**src/rtl/bus_master_rr.sv**
```systemverilog
`timescale 1ns/1ps
// Round-robin arbitrated req/ack bus master; 1-cycle request-to-bus, all outputs registered.
// Four-phase handshake: holds RELEASE until ack drops; optional timeout aborts a stalled transfer.
module bus_master_rr #(
  parameter int N_CH    = 4,
  parameter int DATA_W  = 2,
  parameter int TIMEOUT = 15,
  parameter int ID_W    = $clog2(N_CH)
) (
  input  logic                   clk,
  input  logic                   reset,
  input  logic [N_CH-1:0]        req_in,
  input  logic [N_CH*DATA_W-1:0] data_in,
  input  logic                   ack,
  output logic                   req_out,
  output logic [DATA_W-1:0]      data_out,
  output logic                   bus_en,
  output logic [ID_W-1:0]        grant_id,
  output logic [N_CH-1:0]        done,
  output logic [N_CH-1:0]        err
);

  typedef enum logic [1:0] {IDLE, REQ, RELEASE} state_t;

  localparam int              CNT_W    = (TIMEOUT > 1) ? $clog2(TIMEOUT + 1) : 1;
  localparam logic [CNT_W-1:0] CNT_END = CNT_W'((TIMEOUT > 0) ? TIMEOUT - 1 : 0);
  localparam logic [CNT_W-1:0] CNT_MAX = '1;
  localparam logic [ID_W-1:0]  LAST_RST = ID_W'(N_CH - 1);

  state_t            state, state_nxt;
  logic [ID_W-1:0]   last_grant, last_nxt, id_nxt, pick, idx;
  logic              pick_vld;
  logic [CNT_W-1:0]  cnt, cnt_nxt;
  logic              req_nxt, en_nxt;
  logic [DATA_W-1:0] data_nxt;
  logic [N_CH-1:0]   done_nxt, err_nxt;
  logic [DATA_W-1:0] ch_dat [N_CH];

  for (genvar i = 0; i < N_CH; i++) begin : g_ch
    assign ch_dat[i] = data_in[i*DATA_W +: DATA_W];
  end

  // First requester strictly after last_grant, wrapping around.
  always_comb begin
    pick_vld = 1'b0;
    pick     = '0;
    idx      = '0;
    for (int k = 1; k <= N_CH; k++) begin
      idx = ID_W'((int'(last_grant) + k) % N_CH);
      if (!pick_vld && req_in[idx]) begin
        pick_vld = 1'b1;
        pick     = idx;
      end
    end
  end

  always_comb begin
    state_nxt = state;
    last_nxt  = last_grant;
    cnt_nxt   = cnt;
    req_nxt   = req_out;
    en_nxt    = bus_en;
    data_nxt  = data_out;
    id_nxt    = grant_id;
    done_nxt  = '0;
    err_nxt   = '0;
    case (state)
      IDLE: begin
        if (pick_vld) begin
          state_nxt = REQ;
          last_nxt  = pick;
          id_nxt    = pick;
          data_nxt  = ch_dat[pick];
          req_nxt   = 1'b1;
          en_nxt    = 1'b1;
          cnt_nxt   = '0;
        end
      end
      REQ: begin
        if (ack) begin
          done_nxt[grant_id] = 1'b1;
          state_nxt = RELEASE;
          req_nxt   = 1'b0;
          en_nxt    = 1'b0;
          data_nxt  = '0;
        end else if ((TIMEOUT != 0) && (cnt == CNT_END)) begin
          err_nxt[grant_id] = 1'b1;
          state_nxt = RELEASE;
          req_nxt   = 1'b0;
          en_nxt    = 1'b0;
          data_nxt  = '0;
        end else if (cnt != CNT_MAX) begin
          cnt_nxt = cnt + 1'b1;
        end
      end
      RELEASE: begin
        if (!ack) state_nxt = IDLE;
      end
      default: state_nxt = IDLE;
    endcase
  end

  always_ff @(posedge clk or negedge reset) begin
    if (!reset) begin
      state      <= IDLE;
      last_grant <= LAST_RST;
      cnt        <= '0;
      req_out    <= 1'b0;
      bus_en     <= 1'b0;
      data_out   <= '0;
      grant_id   <= '0;
      done       <= '0;
      err        <= '0;
    end else begin
      state      <= state_nxt;
      last_grant <= last_nxt;
      cnt        <= cnt_nxt;
      req_out    <= req_nxt;
      bus_en     <= en_nxt;
      data_out   <= data_nxt;
      grant_id   <= id_nxt;
      done       <= done_nxt;
      err        <= err_nxt;
    end
  end

endmodule

```
**config.mk**
```make
export PLATFORM = sky130hd
export DESIGN_NAME = bus_master_rr
export DESIGN_NICKNAME = d
export VERILOG_FILES = /design/src/rtl/bus_master_rr.sv
export SDC_FILE = /design/constraint.sdc
export NUM_CORES = 1
export LEC_CHECK = 0
export ABC_AREA = 1
export CORE_UTILIZATION = 30
export CTS_CLUSTER_DIAMETER = 40
export CTS_CLUSTER_SIZE = 25
export DETAILED_ROUTE_END_ITERATION = 10
export PLACE_DENSITY = 0.6
export SETUP_SLACK_MARGIN = 0.15
export SYNTH_ARGS = -nofsm -noshare
export SYNTH_HDL_FRONTEND = slang
export SYNTH_SLANG_ARGS = --single-unit
```
**constraint.sdc**
```tcl
create_clock -name clk -period 3 [get_ports clk]
set_input_delay 0.6 -clock clk [delete_from_list [all_inputs] [get_ports clk]]
set_output_delay 0.6 -clock clk [all_outputs]
set_load 0.02 [all_outputs]
```
# Word level (Yosys, flattened, before mapping)
# Index checks and enable logic that the tools add are counted.
[word_totals]
out_inout_bits = 14
word_cells = 88
input_bits = 15
ff_bits = 21
[op_classes]
n_bitwise = 1
n_reduce_logical = 13
mux = 44
n_eq_ne = 10
add_sub_neg = 5
n_lt_le_gt_ge = 7
[op_table]
columns = ["cell", "n"]
rows = [
  ["$mux 4", 9],
  ["$mux 2", 13],
  ["$lt 2x3->1 const B", 5],
  ["$mux 1", 12],
  ["$ne 2x2->1 const B", 5],
  ["$bmux 1 s2", 4],
  ["$pmux 4 s2", 1],
  ["$pmux 2 s3", 1],
  ["$reduce_and 3->1", 2],
  ["$reduce_and 5->1", 1],
  ["$add 2x1->2 const B", 2],
  ["$add 2x2->2 const B", 2],
  ["$add 4x1->4 const B", 1],
  ["$bmux 2 s2", 1],
  ["$eq 4x4->1 const B", 1],
  ["$logic_and 1x1->1", 4],
  ["$ne 4x4->1 const B", 1],
  ["$pmux 2 s2", 1],
  ["$ge 3x3->1 const B", 1],
  ["$logic_not 1->1", 3],
  ["$ne 3x3->1 const B", 1],
  ["$not 2->3", 1],
  ["$demux 1 s2", 1],
  ["$eq 2x1->1 const B", 1],
  ["other kinds (6)", 6],
]

# Logic depth before layout (Yosys ltp)
[logic_depth]
word_depth = 19
mapped_depth = 15
mapped_depth_nobuf = 14

# Worst setup path before layout
# OpenSTA, ideal clock, no wires.
[synth_timing]
path_type = "reg2reg"
start = "register last_grant[0]"
end = "register cnt[3]"
arrival_time_ns = 1.555
required_ns = 2.882
path_buffers = 1
setup_time_ns = 0.118
path_stages_with_launch = 14
setup_slack_ns = 1.327
synth_period_minus_slack_ns = 1.673
path_cell_list = "dfstp_2 buf_6 inv_8 nand2_1 nand2_1 nand2_2 nand2_4 nor2_8 nand3_4 nand2_4 nand2_4 nand2_2 xor2_1 nor2_1"
[synth_via]
elab_chain_len = 15
elab_cells_between_ends = 24
cone_classes = "add/sub: 4; eq/ne: 1; mux: 12; reduce/logical: 7"
[synth_rtl]
columns = ["element", "line", "text"]
rows = [
  ["from (decl)", "31", "logic [ID_W-1:0] last_grant, last_nxt, id_nxt, pick, idx;"],
  ["from (signal assigned)", "116", "last_grant <= last_nxt;"],
  ["$add 2x1->2", "49", "idx = ID_W'((int'(last_grant) + k) % N_CH);"],
  ["$bmux 1 s2", "50", "if (!pick_vld && req_in[idx]) begin"],
  ["$mux 1 (not written as such)", "50", ""],
  ["$mux 1", "50", ""],
  ["$logic_not 1->1", "50", ""],
  ["$logic_and 1x1->1", "50", ""],
  ["$mux 1", "50", ""],
  ["$logic_not 1->1", "50", ""],
  ["$logic_and 1x1->1", "50", ""],
  ["$mux 1", "50", ""],
  ["$logic_not 1->1", "50", ""],
  ["$logic_and 1x1->1", "50", ""],
  ["$mux 1 (*)", "50", ""],
  ["$ne 2x2->1 (no source line) (*)", "n/a", ""],
  ["$reduce_and 5->1 (no source line) (*)", "n/a", ""],
  ["to (signal assigned)", "117", "cnt <= cnt_nxt;"],
  ["to (decl)", "33", "logic [CNT_W-1:0] cnt, cnt_nxt;"],
]
# Mark *: on every way between the ends. The rest lies on a longest branch, timed or not. The select of a mux whose other input is x is not followed.
# A chain may end at the register's enable or synchronous reset.

# Final worst setup path
[layout_timing]
start = "input port req_in[0]"
end = "register data_out[0]"
[layout_via]
elab_chain_len = 18
elab_cells_between_ends = 30
cone_classes = "eq/ne: 1; mux: 21; bitwise: 1; reduce/logical: 7"
[layout_rtl]
columns = ["element", "line", "text"]
rows = [
  ["from (decl)", "12", "input logic [N_CH-1:0] req_in,"],
  ["$bmux 1 s2", "50", ""],
  ["$mux 1 (not written as such)", "50", ""],
  ["$mux 1", "50", ""],
  ["$logic_not 1->1", "50", ""],
  ["$logic_and 1x1->1", "50", ""],
  ["$mux 1", "50", ""],
  ["$logic_not 1->1", "50", ""],
  ["$logic_and 1x1->1", "50", ""],
  ["$mux 1", "50", ""],
  ["$logic_not 1->1", "50", ""],
  ["$logic_and 1x1->1", "50", ""],
  ["$mux 2", "50", ""],
  ["$not 2->3 (not written as such)", "73", "data_nxt = ch_dat[pick];"],
  ["$bmux 2 s2", "73", ""],
  ["$mux 2 (not written as such) (2 in a row)", "73", ""],
  ["$mux 2", "69", "if (pick_vld) begin"],
  ["$pmux 2 s2", "67", "case (state)"],
  ["to (signal assigned)", "120", "data_out <= data_nxt;"],
  ["to (decl)", "16", "output logic [DATA_W-1:0] data_out,"],
]
# Parallel ways exist; a longest one is shown, timed or not. The select of a mux whose other input is x is not followed.

==> impl_metrics.ini <==
[outcome]
status = complete, no violations

[route]
postRouteAntennaNets = 0
vias_per_cell = 4.51
wire_per_inst_um = 10.5
wirelength_mm = 2.52
first_iter_violations = 65
vias = 1083
drc = 0
first_pass_iters = 5

[global_route]
grt_antenna_before_repair = 0
grt_overflow = 0
grt_pass1_vias = 1073
grt_pass1_wl_mm = 4.53
grt_start_max_net_pins = 22
grt_util_all_layers_pct = 13.5

[logic_synthesis]
syn_area_mm2 = 0.00128
yosysTopAreaCell = dfrtp_1
yosysWarnings = 0
yosys.area.top_type_share_pct = 37.2
synth_cell_types = 26
ys_ff_latch = 21
yosysSeqAreaShare_pct = 41.3
syn_avg_cell_area_um2 = 8.03
ys.flop_type = dfrtp_1
synthCells = 159
synth_edf_count = 0
synthesis.nets = 176
ys_top_cells_by_area = dfrtp_1 37%, nand2_1 12%, nand3_1 7.4%
synthArstFlopShare_pct = 100

[timing]
fin_crit_sh_pct = 64.6
slew_headroom_pct = 75.3
setup_violations = 0
worstMarginPinSlew_ps = 369
setup_tns_ps = 0
max_freq_mhz = 516
hold_violations = 0
fin_worst_skew_ps = 5.46
rsz0062_at_grt = false
finalMaxSlewViolations = 0
final.min_clock_period_ps = 1940

[cells_and_area]
drive_above_1_share_pct = 18.4
post-route-util_pct = 40.8
final_common_cell = nand2_1
fillers = 419
diodes = 0
final_cell_mix = 40 x nand2_1, 28 x clkdlybuf4s50_1, 19 x nand3_1, 19 x dfrtp_1, 16 x inv_1
layout-area-overhead-vs-synth_pct = 29.6
nNetsFinal = 208

[pwr]
p_total_mw = 1.80
ir_drop_uv = 271
p_leak_nw = 0.794
power.density_mw_per_mm2 = 1090

[place]
port_buffers = 28
place.gp.congestion = 0.779
place_hpwl_mm = 1.97

[die]
coreArea_mm2 = 0.00406
chipWidth_um = 67.3
start_util_pct = 31.5
chipHeight_um = 67.3
ios = 29
fp.dieArea_mm2 = 0.00452
rows = 23

[worst_setup_path]
arrival_ps = 2100
crit_type = input port to register
required_ps = 3160
cp_max_fo = 3
path_cells = clkdlybuf4s50_1, nand2_1, nand2_2, nand2_1, nand2_2, inv_2, nand2_1, nor2_1, a21oi_1, nand3_1, nand3_1, nand2_1
slowest_stage = clkdlybuf4s50_1
slowest_delay_ps = 520
cpMostUsedCell = nand2_1
end_kind = register
start_kind = input port

[cts]
cts_resized = 0
cts_max_level = 1
holdBufCountCts = 0
cts_buffer_depth = 2
clock_tree.root_cell = clkbuf_8
cts_buffers = 3
path_clk_slew_ps = 80
cts_tree = done
cts_setup_buffers = 0
clock_latency_ps = 270
cts.sinks = 21

[flow_run]
cap_violations = 0

[min_path]
hold_path_class = register to register
where the power goes:
group / switching [mW] / internal, mW
sequential: 0.0823 / 0.386
clock: 0.0926 / 0.0927
combinational: 0.725 / 0.420
worst paths after layout:
kind / startpoint / to / slack (ps) / cells after the start
min: data_out[1] / data_out[1] / 490 / 2
max reg2reg: last_grant[0] / data_out[0] / 1150 / 11
max in group asynchronous: reset / last_grant[0] / 2060 / 2
min in group asynchronous: reset / err[2] / 660 / 2
max: req_in[0] / data_out[0] / 1060 / 12
min reg2reg: data_out[1] / data_out[1] / 490 / 2
kinds of logic after synthesis:
family | Yosys count | share of synthesized area (%)
AOI/OAI and AO/OA | 13 | 6.27
xor gates and xnor gates | 1 | 0.686
adders and majority gates | 2 | 1.96
buffers and inverters | 22 | 8.13
DFF | 21 | 41.3
and+or+nand+nor | 100 | 41.6
cell type report:
class | instances | area (um2) | share of cell area (%)
flip-flops and latches | 21 | 528 | 31.9
clock buffers | 3 | 41.3 | 2.49
inverters | 20 | 85.1 | 5.14
clock inverters | 1 | 5.00 | 0.302
repair buffers | 29 | 288 | 17.4
multi-input cells | 116 | 646 | 39.0
well taps | 50 | 62.6 | 3.78
layer usage:
layer  global-route usage [%]  vias up  part of all wire (%)
li1                         -      568                     -
met1                     16.8      489                    46
met5                        0        -                     0
met2                     22.1       23                    48
met4                     6.38        0                  0.95
met3                     2.53        3                   4.4
sequential cells by signal (all words and copies together), names as in the netlist:
| signal | flops |
|---|---|
| bus_en | 1 |
| cnt | 4 |
| data_out | 2 |
| done | 4 |
| err | 4 |
| grant_id | 2 |
| last_grant | 2 |
| state | 2 |
synthesized netlist by cell type, types with 2 or more instances:
cell type,count
nand2_4,7
a21oi_1,3
o21ai_1,2
dfstp_2,2
nand3_1,19
inv_2,2
nor3_1,6
o21ai_0,5
inv_1,16
nand2_1,40
nand2_2,13
ha_1,2
nor2_1,11
dfrtp_1,19
per-stage QoR:
step,hold WS (ps),cell area (um2),cells,setup WS [ps]
2_1_floorplan,304,1280,159,1330
3_3_place_gp,470,1610,236,783
3_5_place_dp,482,1610,236,754
4_1_cts,502,1660,240,1050
5_1_grt,528,1660,240,898
6_report,492,1660,240,1060
critical path, delay by kind of cell:
family / cells / cell delay, ps
compound gates: 1 / 210
buf+inv: 2 / 570
simple gates: 9 / 730
No activity file was read; power rests on OpenSTA's default activity.
